`config.mk`:
```
export PLATFORM = sky130hd
export DESIGN_NAME = ctrl_fsm_p
export DESIGN_NICKNAME = d
export VERILOG_FILES = /design/src/rtl/ctrl_fsm_p.sv
export SDC_FILE = /design/constraint.sdc
export NUM_CORES = 1
export LEC_CHECK = 0
export BUFFER_PORTS_ARGS = -buffer_cell sky130_fd_sc_hd__buf_2
export CAP_MARGIN = 0
export CORE_ASPECT_RATIO = 1.1
export CORE_MARGIN = 2
export CORE_UTILIZATION = 38
export CTS_BUF_LIST = sky130_fd_sc_hd__clkbuf_4
export DETAILED_ROUTE_END_ITERATION = 16
export GPL_TIMING_DRIVEN = 1
export HOLD_SLACK_MARGIN = 0.1
export PLACE_DENSITY = 0.78
export SKIP_LAST_GASP = 1
export SLEW_MARGIN = 20
export SYNTH_ARGS = -nofsm -noshare
export SYNTH_HDL_FRONTEND = slang
export SYNTH_SLANG_ARGS = --single-unit
```
`constraint.sdc`:
```
create_clock -name clk -period 1.65 [get_ports clk]
set_input_delay 0.2475 -clock clk [delete_from_list [all_inputs] [get_ports clk]]
set_output_delay 0.2475 -clock clk [all_outputs]
set_load 0.01 [all_outputs]
```
`src/rtl/ctrl_fsm_p.sv`:
```
// Multi-cycle control FSM for the 16-bit CR16-style datapath: fetch, decode,
// ALU execute, load/store, conditional branch/jump, jump-and-link and halt.
module ctrl_fsm_p #(
  parameter int DATA_W        = 16,
  parameter int NREG          = 16,
  parameter int RAM_LAT       = 1,
  parameter bit FLAG_ON_ARITH = 1'b0
) (
  input  logic              clk,
  input  logic              reset,
  input  logic [15:0]       instr_set,
  input  logic [4:0]        Flags_in,
  input  logic              resume,
  output logic [NREG-1:0]   wEnable,
  output logic [7:0]        opcode,
  output logic [3:0]        Rdest_select,
  output logic [3:0]        Rsrc_select,
  output logic [7:0]        Imm_in,
  output logic              Imm_select,
  output logic              we_a,
  output logic              en_a,
  output logic              ram_wen,
  output logic              lsc_mux_selct,
  output logic [DATA_W-1:0] pc_add_k,
  output logic [1:0]        pc_mux_selct,
  output logic              pc_en,
  output logic [1:0]        wb_sel,
  output logic [4:0]        saved_flags,
  output logic              halted
);

  typedef enum logic [3:0] {
    IDLE, FETCH, DECODE, EXEC, STORE, LOAD, DOUT, BRANCH, JUMP, JAL, HALT
  } state_t;

  state_t      state, state_nxt;
  logic [1:0]  wcnt, wcnt_nxt;
  logic        wcnt_last;
  logic        flag_we;
  logic [3:0]  hi_op, lo_op;
  logic        is_cmp, is_arith, latch_flags;
  logic        cond_true;
  logic [NREG-1:0] dest_onehot;

  assign hi_op        = instr_set[15:12];
  assign lo_op        = instr_set[7:4];
  assign opcode       = {hi_op, lo_op};
  assign Rdest_select = instr_set[11:8];
  assign Rsrc_select  = instr_set[3:0];
  assign Imm_in       = instr_set[7:0];
  assign Imm_select   = (hi_op != 4'h0) && (hi_op != 4'h4);

  assign wcnt_last = (wcnt == 2'(RAM_LAT - 1));

  assign is_cmp   = ((hi_op == 4'h0) && (lo_op == 4'hB)) || (hi_op == 4'hB);
  assign is_arith = ((hi_op == 4'h0) && (lo_op inside {4'h5, 4'h6, 4'h7, 4'h9, 4'hA}))
                 || (hi_op inside {4'h5, 4'h6, 4'h7, 4'h9, 4'hA});
  assign latch_flags = is_cmp || (FLAG_ON_ARITH && is_arith);

  // Shifting a one past the top bit leaves zero, so Rdest >= NREG writes nothing.
  assign dest_onehot = NREG'(1) << Rdest_select;

  // saved_flags = {L, C, F, Z, N}
  always_comb begin
    cond_true = 1'b0;
    case (Rdest_select)
      4'h0: cond_true =  saved_flags[1];
      4'h1: cond_true = !saved_flags[1];
      4'h2: cond_true =  saved_flags[3];
      4'h3: cond_true = !saved_flags[3];
      4'h4: cond_true =  saved_flags[4];
      4'h5: cond_true = !saved_flags[4];
      4'h6: cond_true =  saved_flags[0];
      4'h7: cond_true = !saved_flags[0];
      4'h8: cond_true =  saved_flags[2];
      4'h9: cond_true = !saved_flags[2];
      4'hA: cond_true = !saved_flags[4] && !saved_flags[1];
      4'hB: cond_true =  saved_flags[4] ||  saved_flags[1];
      4'hC: cond_true = !saved_flags[0] && !saved_flags[1];
      4'hD: cond_true =  saved_flags[0] ||  saved_flags[1];
      4'hE: cond_true = 1'b1;
      default: cond_true = 1'b0;
    endcase
  end

  always_ff @(posedge clk or negedge reset) begin
    if (!reset) begin
      state       <= IDLE;
      wcnt        <= '0;
      saved_flags <= '0;
    end else begin
      state <= state_nxt;
      wcnt  <= wcnt_nxt;
      if (flag_we) saved_flags <= Flags_in;
    end
  end

  always_comb begin
    state_nxt     = state;
    wcnt_nxt      = '0;
    flag_we       = 1'b0;
    wEnable       = '0;
    we_a          = 1'b0;
    en_a          = 1'b0;
    ram_wen       = 1'b0;
    lsc_mux_selct = 1'b0;
    pc_add_k      = '0;
    pc_mux_selct  = 2'b00;
    pc_en         = 1'b0;
    wb_sel        = 2'b00;
    halted        = 1'b0;
    case (state)
      IDLE: state_nxt = FETCH;
      FETCH: begin
        en_a = 1'b1;
        if (wcnt_last) state_nxt = DECODE;
        else           wcnt_nxt  = wcnt + 2'd1;
      end
      DECODE: begin
        casez (instr_set)
          16'b0100_????_0100_????: state_nxt = STORE;
          16'b0100_????_0000_????: state_nxt = LOAD;
          16'b0100_????_1100_????: state_nxt = JUMP;
          16'b0100_????_1000_????: state_nxt = JAL;
          16'b1100_????_????_????: state_nxt = BRANCH;
          16'b0000_????_0000_????: state_nxt = HALT;
          default:                 state_nxt = EXEC;
        endcase
      end
      EXEC: begin
        pc_en   = 1'b1;
        flag_we = latch_flags;
        if (!is_cmp) wEnable = dest_onehot;
        state_nxt = FETCH;
      end
      STORE: begin
        lsc_mux_selct = 1'b1;
        en_a          = 1'b1;
        we_a          = 1'b1;
        ram_wen       = 1'b1;
        pc_en         = 1'b1;
        state_nxt     = FETCH;
      end
      LOAD: begin
        lsc_mux_selct = 1'b1;
        en_a          = 1'b1;
        if (wcnt_last) state_nxt = DOUT;
        else           wcnt_nxt  = wcnt + 2'd1;
      end
      DOUT: begin
        lsc_mux_selct = 1'b1;
        wb_sel        = 2'b01;
        wEnable       = dest_onehot;
        pc_en         = 1'b1;
        state_nxt     = FETCH;
      end
      BRANCH: begin
        pc_en        = 1'b1;
        pc_add_k     = DATA_W'($signed(Imm_in));
        pc_mux_selct = cond_true ? 2'b01 : 2'b00;
        state_nxt    = FETCH;
      end
      JUMP: begin
        pc_en        = 1'b1;
        pc_mux_selct = cond_true ? 2'b10 : 2'b00;
        state_nxt    = FETCH;
      end
      JAL: begin
        pc_en        = 1'b1;
        pc_mux_selct = 2'b10;
        wb_sel       = 2'b10;
        wEnable      = dest_onehot;
        state_nxt    = FETCH;
      end
      HALT: begin
        halted = 1'b1;
        if (resume) begin
          pc_en     = 1'b1;
          state_nxt = FETCH;
        end
      end
      default: state_nxt = IDLE;
    endcase
  end

endmodule

```
Yosys cells after proc, flatten, opt, wreduce, memory -nomap -nowiden
Cells that the tools add are included.
{"block": "totals", "reg_bits": 11, "in_bits": 24, "out_inout_bits": 72, "wordCells": 87}
{"block": "op_classes", "add_sub_neg": 1, "eq_ne": 35, "n_shift": 1, "n_mux": 22, "reduce_logical": 25}
{"op": "== test 4 bit, second input constant", "n": 13}
{"op": "== test 4 x 3 -> 1 bit, second input constant", "n": 8}
{"op": "== test 8 x 7 -> 1 bit, second input constant", "n": 4}
{"op": "two-way mux 16 bit", "n": 2}
{"op": "one-hot mux 16 bit (2 select lines)", "n": 1}
{"op": "one-hot mux 4 bit (6 select lines)", "n": 1}
{"op": "one-hot mux 4 bit (5 select lines)", "n": 1}
{"op": "== test 4 x 2 -> 1 bit, second input constant", "n": 4}
{"op": "left shift 1 x 4 -> 16 bit, first input constant", "n": 1}
{"op": "one-hot mux 1 bit (15 select lines)", "n": 1}
{"op": "zero test 4 bit", "n": 3}
{"op": "two-way mux 4 bit", "n": 3}
{"op": "== test 4 x 1 -> 1 bit, second input constant", "n": 2}
{"op": "zero test 8 bit", "n": 1}
{"op": "two-way mux 1 bit", "n": 7}
{"op": "OR reduction 7 bit", "n": 1}
{"op": "two-way mux 2 bit", "n": 3}
{"op": "inequality test 2 bit, second input constant", "n": 3}
{"op": "one-hot mux 2 bit (3 select lines)", "n": 1}
{"op": "OR reduction 3 bit", "n": 2}
{"op": "OR reduction 6 bit", "n": 1}
{"op": "zero test 1 bit", "n": 5}
{"op": "logical AND 1 bit", "n": 4}
{"op": "inequality test 4 x 3 -> 1 bit, second input constant", "n": 1}
{"op": "8 further kinds", "n": 11}

Longest topological paths before layout
Gate-level depths: netlist (run 1).
{"block": "logic_depth", "ltp_word": 5, "depth_mapped": 6, "mapped_depth_nobuf": 4}

Least setup slack after synthesis (run 1)
No wires, ideal clock.
{"block": "synth_path", "path_type": "register -> output", "from": "register state[3]", "to": "output port wEnable[12]", "arrival_ps": 1766, "required_ps": 1402, "setup_slack_ps": -364, "path_stages_with_launch": 6, "n_path_buf": 1, "path_cell_list": "dfrtp_1 > clkbuf_1 > nand2b_1 > nor2_1 > nor2_1 > a2111oi_0"}
{"block": "synth_between", "elab_chain_len": 3, "word_cells_on_any_way": 5, "classes_between": "eq/ne: 3; mux: 1; reduce/logical: 1"}
{"element": "start: declaration", "line": "36", "source": "state_t state, state_nxt;"}
{"element": "start signal: assignment", "line": "92", "source": "state <= state_nxt;"}
{"element": "== test 4 bit / == test 4 x 3 -> 1 bit (equally long branches)", "line": "112", "source": "case (state)"}
{"element": "OR reduction 2 bit (no source line)"}
{"element": "one-hot mux 16 bit (2 select lines) (*)", "line": "112"}
{"element": "end: declaration", "line": "14", "source": "output logic [NREG-1:0] wEnable,"}
Every way passes the cells marked *; elsewhere a longest branch is shown, timed or not.

Worst setup path after layout (run 1)
{"block": "layout_path", "from": "register state[0]", "to": "output port wEnable[8]"}
The elaborated chain is that of the path after synthesis.

==> flow_summary.toml, run 1 <==
[yosys]
synth_edf_count = 0
synth_compound_area_frac = 0.209
synth_xor_xnor_area_share = 0.00645
async_flop_share = 1.00
yosysTopAreaCell = "dfrtp_1"
syn_avg_cell_area_sq_um = 7.90
ys.flop_type = "dfrtp_1"
ys_top_cells_by_area = "dfrtp_1 (20%), buf_4 (19%), a211oi_1 (5.0%)"
synth_top_family_by_area = "simple AND/OR/NAND/NOR gates"
synthAdderAreaFrac = 0.0184
synthesis.area_sq_um = 1360
yosysWarnings = 0
seq_area_frac_synth = 0.203
synthSimpleGateAreaFrac = 0.291
muxShareOfSynthArea = 0.0488
synth_cell_type_count = 41
synth.net_count = 198
synth.ff_latch_count = 11
syn_inst = 172
synth_top_area_share = 0.203

[floorplanning]
initial_core_util = 0.401
die_x_um = 61.0
pin_count = 96
die_y_um = 66.7
die_area_sq_um = 4070
core-area_sq_um = 3390
rows = 22

[placement]
placed_cells = 314
placed_area_sq_um = 2110
io_buffer_count = 95
dp_hpwl_um = 3350
gp_congestion = 0.910

[layout]
fin_nets = 313
fin_cells = 334
syn2layout_area_growth_pct = 93.0
stdcell_area_sq_um = 2620
diodes = 0
mostFrequentLayoutCells = "buf_2 (82), buf_4 (41), buf_6 (19), dfrtp_1 (11), nor2_1 (10)"
fin_util = 0.775
final_common_cell = "buf_2"
drive_gt1_frac = 0.731

[clock_tree]
path_clk_slew_ps = 70
cts_buffer_depth = 2
clock-sinks = 11
cts_buffers = 3
htreeDepth = 1
cts_root_buf = "clkbuf_4"
cts_tree = "done"
insertion_delay_ps = 270

[sta]
finalSetupTns_ps = -11080
timing.final.crit_share = 1.26
period_needed_ps = 2080
hold_violations = 0
slew_viol_final = 0
maxSlewHeadroom = 0.674
hold_ws_ps = 210
rsz0062_at_grt = "yes"
tightest_slew_ps = 485
clock_skew_ps = 3.57
worst_slack_ps = -427
fmax_mhz = 481
setup_viol_count_final = 43

[routing]
ant_nets = 0
wl_per_cell_um = 14.9
first_pass_iters = 4
vias = 1676
viasPerCell = 5.02
drc = 0
wl_um = 4970
first_iter_violations = 34

[grt]
groute.usage.overall = 0.222
grt_pass1_wl_um = 7000
overflow = 0
grt_pass1_vias = 1510
grt_max_degree = 17
antenna_found_initial = 0

[worst_setup_path]
worstPathMaxFanout = 16
arrival_ps = 1830
endpoint_kind = "primary output"
worst_setup_path_start_kind = "flip-flop"
required_ps = 1400
rrSetupSlack_ps = 50
path_class = "flip-flop to primary output"

[power_and_ir_drop]
pwr_density_cell_nw_per_um2 = 913
ir_drop_mv = 0.747
leakage_nw = 1.23

[worst_hold_path]
min_path_type = "input port to flip-flop"

[outcome]
violations = "negative setup slack"
outcome = "complete, but fails checks"

[run]
max_cap_viol_count = 0
==> cell families after synthesis <==
group | count (synthesis)
AND/OR/NAND/NOR | 67
buffers and inverters | 47
AO/OA/AOI/OAI | 38
flip-flops | 11
multiplexers | 6
adder cells (fa/ha/maj) | 2
XOR/XNOR | 1
==> worst max-delay path, stage by stage, from the launching register on <==
cell       delay, ps
dfrtp_1          410
buf_6            140
nand2b_4         160
nor2_4           140
nor2_4            50
buf_12           160
a2111oi_4        300
buf_2            190
==> cell usage after synthesis, types with 2 or more instances <==
master,n
o22ai_1,2
a21boi_0,3
or2_2,2
a211oi_1,9
ha_1,2
nand3_1,2
mux2_2,5
or3_1,2
dfrtp_1,11
and2_1,10
or4b_2,2
buf_4,34
nand3b_1,2
nor2b_1,2
nand2_1,6
o21ai_0,3
nor4_1,2
a21oi_1,7
nor2_1,14
clkbuf_1,8
nand4b_1,2
inv_1,5
a2111oi_0,6
nand2b_1,10
nor3_1,5
==> sequential cells by signal, summed over array words and instances, names as in the netlist <==
name and flops:
saved_flags 5, wcnt 2, state 4
==> worst paths after layout <==
path	start	to	cells after the start
max in group asynchronous	reset	saved_flags[0]	2
min in group asynchronous	reset	state[2]	2
setup reg to reg	state[2]	state[0]	5
hold / removal	Flags_in[0]	saved_flags[0]	2
hold reg to reg	saved_flags[2]	saved_flags[2]	1
setup / recovery	state[0]	wEnable[8]	7
==> power by group <==
group          total [mW]  internal [mW]  switching [mW]
Sequential          0.441          0.356          0.0850
Clock               0.183         0.0897          0.0931
Combinational        1.77          0.941           0.829
==> routing by layer <==
| metal | GRT usage | share of wire | wire (um) | up-vias |
|---|---|---|---|---|
| met5 | 0 | 0 | 0 | - |
| met4 | 0.0489 | 0.021 | 103 | 0 |
| met3 | 0.0136 | 0.027 | 133 | 12 |
| met2 | 0.410 | 0.57 | 2820 | 45 |
| met1 | 0.276 | 0.38 | 1910 | 802 |
| li1 | - | - | - | 817 |
==> layout make-up <==
type | count | area, sq um
Inverter | 5 | 18.8
Sequential cell | 11 | 275
Timing Repair Buffer | 150 | 1080
Fill cell | 253 | 763
Multi-Input combinational cell | 116 | 1160
Clock inverter | 1 | 5.00
Tap cell | 48 | 60.1
Clock buffer | 3 | 22.5
==> repair_timing <==
item	in CTS	in global routing
buffers inserted	4	11
gates resized for setup	39	16
hold buffers	1	0
cloned	2	1
endpoints found under the setup margin	46	44
hold endpoints to repair	11	0
pin swaps	20	17
==> through the flow <==
stage	setup slack, ps	power, mW
after detailed placement	-432	1.63
after floorplan	-190	1.18
after global routing	-521	2.55
after CTS	-402	2.08
after global placement	-415	1.61
final	-427	2.39
No activity file was read; power rests on OpenSTA's default activity.
==> run 2: changes to the inputs <==
--- a/config.mk
+++ b/config.mk
@@ -15,6 +15,7 @@
 export GPL_TIMING_DRIVEN = 1
 export HOLD_SLACK_MARGIN = 0.1
 export PLACE_DENSITY = 0.78
+export RECOVER_POWER = 50
 export SKIP_LAST_GASP = 1
 export SLEW_MARGIN = 20
 export SYNTH_ARGS = -nofsm -noshare
==> flow_summary.toml, run 2 (synthesis results as in run 1) <==
[clock_tree]
path_clk_slew_ps = 70
cts_root_buf = "clkbuf_4"
clock-sinks = 11
cts_buffer_depth = 2
cts_buffers = 3
insertion_delay_ps = 270
cts_tree = "done"
htreeDepth = 1

[routing]
viasPerCell = 5.07
first_iter_violations = 34
ant_nets = 0
first_pass_iters = 4
wl_um = 5000
drc = 0
vias = 1694
wl_per_cell_um = 15.0

[layout]
stdcell_area_sq_um = 2610
largest_reg_flops = 5
final_common_cell = "buf_2"
final.fill_count = 260
drive_gt1_frac = 0.682
syn2layout_area_growth_pct = 91.7
diodes = 0
fin_nets = 313
top_regs = "saved_flags x5, state x4, wcnt x2"
fin_cells = 334
mostFrequentLayoutCells = "buf_2 (68), buf_4 (41), buf_6 (19), clkbuf_1 (14), dfrtp_1 (11)"
regMostFlops = "saved_flags"

[grt]
groute.usage.overall = 0.222
grt_max_degree = 17
antenna_found_initial = 0
overflow = 0
grt_pass1_wl_um = 7000
grt_pass1_vias = 1510

[power_and_ir_drop]
leakage_nw = 1.20
pwr_density_cell_nw_per_um2 = 918
ir_drop_mv = 0.748

[sta]
maxSlewHeadroom = 0.597
tightest_slew_ps = 604
clock_skew_ps = 3.71
hold_violations = 0
slew_viol_final = 0
setup_viol_count_final = 43
rsz0062_at_grt = "yes"
timing.final.crit_share = 1.26
fmax_mhz = 481
period_needed_ps = 2080
worst_slack_ps = -427

[worst_setup_path]
endpoint_kind = "primary output"
crit_start = "state[0]"
required_ps = 1400
worstPathMaxFanout = 16
cp.buffers_inverters = 3
cp_slowest_cell = "dfrtp_1"
worst_setup_path_start_kind = "flip-flop"
cpPeakStageDelay_ps = 410
cp_top_family = "buffers and inverters"
arrival_ps = 1830
crit_chain = "buf_6 > nand2b_4 > nor2_4 > nor2_4 > buf_12 > a2111oi_4 > buf_2"
cp_common_cell = "nor2_4"
r2r-start = "state[2]"
path_class = "flip-flop to primary output"

[outcome]
outcome = "complete, but fails checks"
violations = "negative setup slack"

[run]
max_cap_viol_count = 0

[placement]
dp_hpwl_um = 3350
placed_area_sq_um = 2110
place_ws_ps = -432
gp_congestion = 0.910
io_buffer_count = 95
placed_cells = 314

[worst_hold_path]
min_path_type = "input port to flip-flop"
hp-start = "Flags_in[0]"

[floorplanning]
die_x_um = 61.0
die_y_um = 66.7
rows = 22
initial_core_util = 0.401
core-area_sq_um = 3390
pin_count = 96
die_area_sq_um = 4070
-- run 2: layer usage --
metal | share of wire | global-route usage
met1 | 0.39 | 0.276
met2 | 0.56 | 0.410
met3 | 0.028 | 0.0136
met4 | 0.021 | 0.0489
met5 | 0 | 0
-- run 2: stage by stage --
| step | utilization | TNS, ps | total power, mW | hold WS, ps |
|---|---|---|---|---|
| 6_report | 0.769 | -11090 | 2.39 | 209 |
| 5_1_grt | 0.769 | -13340 | 2.54 | 215 |
| 4_1_cts | 0.713 | -9920 | 2.08 | 215 |
| 3_5_place_dp | 0.622 | -10250 | 1.63 | 128 |
| 3_3_place_gp | 0.622 | -9610 | 1.61 | 127 |
| 2_1_floorplan | - | -3020 | 1.18 | -48.1 |
-- run 2: layout make-up --
cell class | count | area [sq um] | area share
Clock buffer | 3 | 22.5 | 0.00865
Timing Repair Buffer | 150 | 1060 | 0.409
Multi-Input combinational cell | 116 | 1160 | 0.445
Tap cell | 48 | 60.1 | 0.0231
Sequential cell | 11 | 275 | 0.106
Clock inverter | 1 | 5.00 | 0.00192
Inverter | 5 | 18.8 | 0.00720
-- run 2: report_power, final --
part / total [mW] / switching, mW / internal (mW) / leakage, nW
Clock: 0.183 / 0.0935 / 0.0898 / 0.0177
Sequential: 0.442 / 0.0858 / 0.356 / 0.142
Combinational: 1.77 / 0.830 / 0.936 / 1.04
-- run 2: path summary, 6_finish.rpt --
kind | endpoint | slack (ps) | cells past startpoint
setup / recovery | wEnable[8] | -430 | 7
hold / removal | saved_flags[0] | 210 | 2
setup reg to reg | state[0] | 50 | 5
hold reg to reg | saved_flags[2] | 610 | 1
max in group asynchronous | saved_flags[0] | 770 | 2
min in group asynchronous | state[2] | 490 | 2
-- run 2: repair_timing --
action,in CTS,in global routing
hold buffers,1,0
setup endpoints to repair,46,44
setup buffers,4,11
pin swaps,20,17
gates cloned,2,1
resized for setup,39,16
hold endpoints to repair,11,0
==> run 3: changes to the inputs <==
--- a/config.mk
+++ b/config.mk
@@ -5,16 +5,18 @@
 export SDC_FILE = /design/constraint.sdc
 export NUM_CORES = 1
 export LEC_CHECK = 0
-export BUFFER_PORTS_ARGS = -buffer_cell sky130_fd_sc_hd__buf_2
 export CAP_MARGIN = 0
+export CELL_PAD_IN_SITES_DETAIL_PLACEMENT = 0
+export CELL_PAD_IN_SITES_GLOBAL_PLACEMENT = 2
 export CORE_ASPECT_RATIO = 1.1
 export CORE_MARGIN = 2
-export CORE_UTILIZATION = 38
+export CORE_UTILIZATION = 30
 export CTS_BUF_LIST = sky130_fd_sc_hd__clkbuf_4
 export DETAILED_ROUTE_END_ITERATION = 16
+export DONT_BUFFER_PORTS = 1
 export GPL_TIMING_DRIVEN = 1
 export HOLD_SLACK_MARGIN = 0.1
-export PLACE_DENSITY = 0.78
+export PLACE_DENSITY_LB_ADDON = 0.1
 export RECOVER_POWER = 50
 export SKIP_LAST_GASP = 1
 export SLEW_MARGIN = 20
==> flow_summary.toml, run 3 (synthesis results as in run 1) <==
[floorplanning]
core-area_sq_um = 4320
die_area_sq_um = 5080
die_y_um = 74.6
initial_core_util = 0.315
pin_count = 96
rows = 25
die_x_um = 68.2

[placement]
placed_area_sq_um = 1650
io_buffer_count = 0
place_ws_ps = -251
dp_hpwl_um = 3070
placed_cells = 227
gp_congestion = 0.791

[outcome]
violations = "negative setup slack"
outcome = "complete, but fails checks"

[layout]
fin_cells = 247
fin_nets = 220
final_common_cell = "buf_4"
stdcell_area_sq_um = 2180
syn2layout_area_growth_pct = 60.2
top_regs = "saved_flags x5, state x4, wcnt x2"
mostFrequentLayoutCells = "buf_4 (37), buf_6 (17), a211oi_4 (9), nor2_1 (9), dfrtp_1 (9)"
drive_gt1_frac = 0.653
fin_util = 0.504
regMostFlops = "saved_flags"
largest_reg_flops = 5
diodes = 0

[power_and_ir_drop]
leakage_nw = 0.792
finalPower_mw = 2.37
pwr_density_cell_nw_per_um2 = 1090
ir_drop_mv = 0.624

[clock_tree]
cts_buffers = 3
cts_root_buf = "clkbuf_4"
path_clk_slew_ps = 70
insertion_delay_ps = 260
clock-sinks = 11
cts_tree = "done"
cts_buffer_depth = 2
htreeDepth = 1

[sta]
worst_slack_ps = -391
rsz0062_at_grt = "yes"
clock_skew_ps = 3.27
fmax_mhz = 490
slew_viol_final = 0
hold_violations = 0
setup_viol_count_final = 35
tightest_slew_ps = 491
period_needed_ps = 2040
hold_ws_ps = 129
finalSetupTns_ps = -8640
maxSlewHeadroom = 0.672
timing.final.crit_share = 1.24

[worst_setup_path]
arrival_ps = 1790
worst_setup_path_start_kind = "flip-flop"
worstPathMaxFanout = 4
crit_chain = "or3_4 > a211oi_4 > nor4_2 > a311oi_2 > buf_4"
cp_slowest_cell = "dfrtp_1"
cpPeakStageDelay_ps = 420
required_ps = 1400
endpoint_kind = "primary output"
cp.buffers_inverters = 1
cp_top_family = "simple AND/OR/NAND/NOR gates"
path_class = "flip-flop to primary output"

[routing]
first_pass_iters = 4
wl_per_cell_um = 17.9
wl_um = 4420
first_iter_violations = 63
viasPerCell = 5.39
ant_nets = 0
vias = 1331
drc = 0

[grt]
grt_pass1_vias = 1382
grt_pass1_wl_um = 7000
antenna_found_initial = 0
groute.usage.overall = 0.179
overflow = 0
grt_max_degree = 15

[worst_hold_path]
min_path_type = "input port to flip-flop"

[run]
max_cap_viol_count = 0
[run 3: changes by cell type in the layout (fill, tap and decap cells not counted), moves of 4 or more]
cell,before,now
buf_2,68,0
clkbuf_1,14,0
a211oi_2,8,0
a211oi_4,1,9
and2_1,8,2
and2_4,3,8
buf_4,41,37
mux2_2,0,4
mux2_4,5,1
[run 3: power breakdown]
| group | internal (mW) | switching, mW |
|---|---|---|
| clock network | 0.0895 | 0.0932 |
| logic | 0.953 | 0.786 |
| registers | 0.358 | 0.0923 |
[run 3: worst paths after layout]
kind	cells past startpoint	end	startpoint	slack (ps)
worst max-delay path	5	pc_mux_selct[1]	saved_flags[4]	-390
worst max register to register	5	state[0]	state[2]	60
max in group asynchronous	1	saved_flags[1]	reset	910
worst min register to register	2	wcnt[0]	wcnt[1]	620
min in group asynchronous	1	state[0]	reset	380
worst min-delay path	1	saved_flags[1]	Flags_in[1]	130
[run 3: what timing repair did]
action                                 4_1_cts  5_1_grt
pin swaps                                   38       18
hold buffers                                 1        0
setup buffers                               16        9
endpoints found under the hold margin       11        0
resized for setup                           58       13
gates cloned                                 1        0
setup endpoints to repair                   39       44
[run 3: final cells by class]
class	count	area [sq um]
clock buffer	3	22.5
clock inverter	1	5.00
fill	412	2140
inverter	5	18.8
multi-input combinational	114	1220
sequential	11	278
tap	54	67.6
timing repair buffer	59	562
[run 3: per-layer routing]
layer  up-vias  global-route usage  part of all wire
met5         -                   0                 0
met4         0              0.0222            0.0075
met3         6              0.0378             0.055
li1        621                   -                 -
met1       656               0.231              0.41
met2        48               0.315              0.52
[run 3: worst reg2reg max path, cell delays in order, from the launching register on]
cell	delay, ps
dfrtp_1	430
buf_6	150
buf_6	120
or4b_4	540
a21oi_2	150
o22ai_1	80
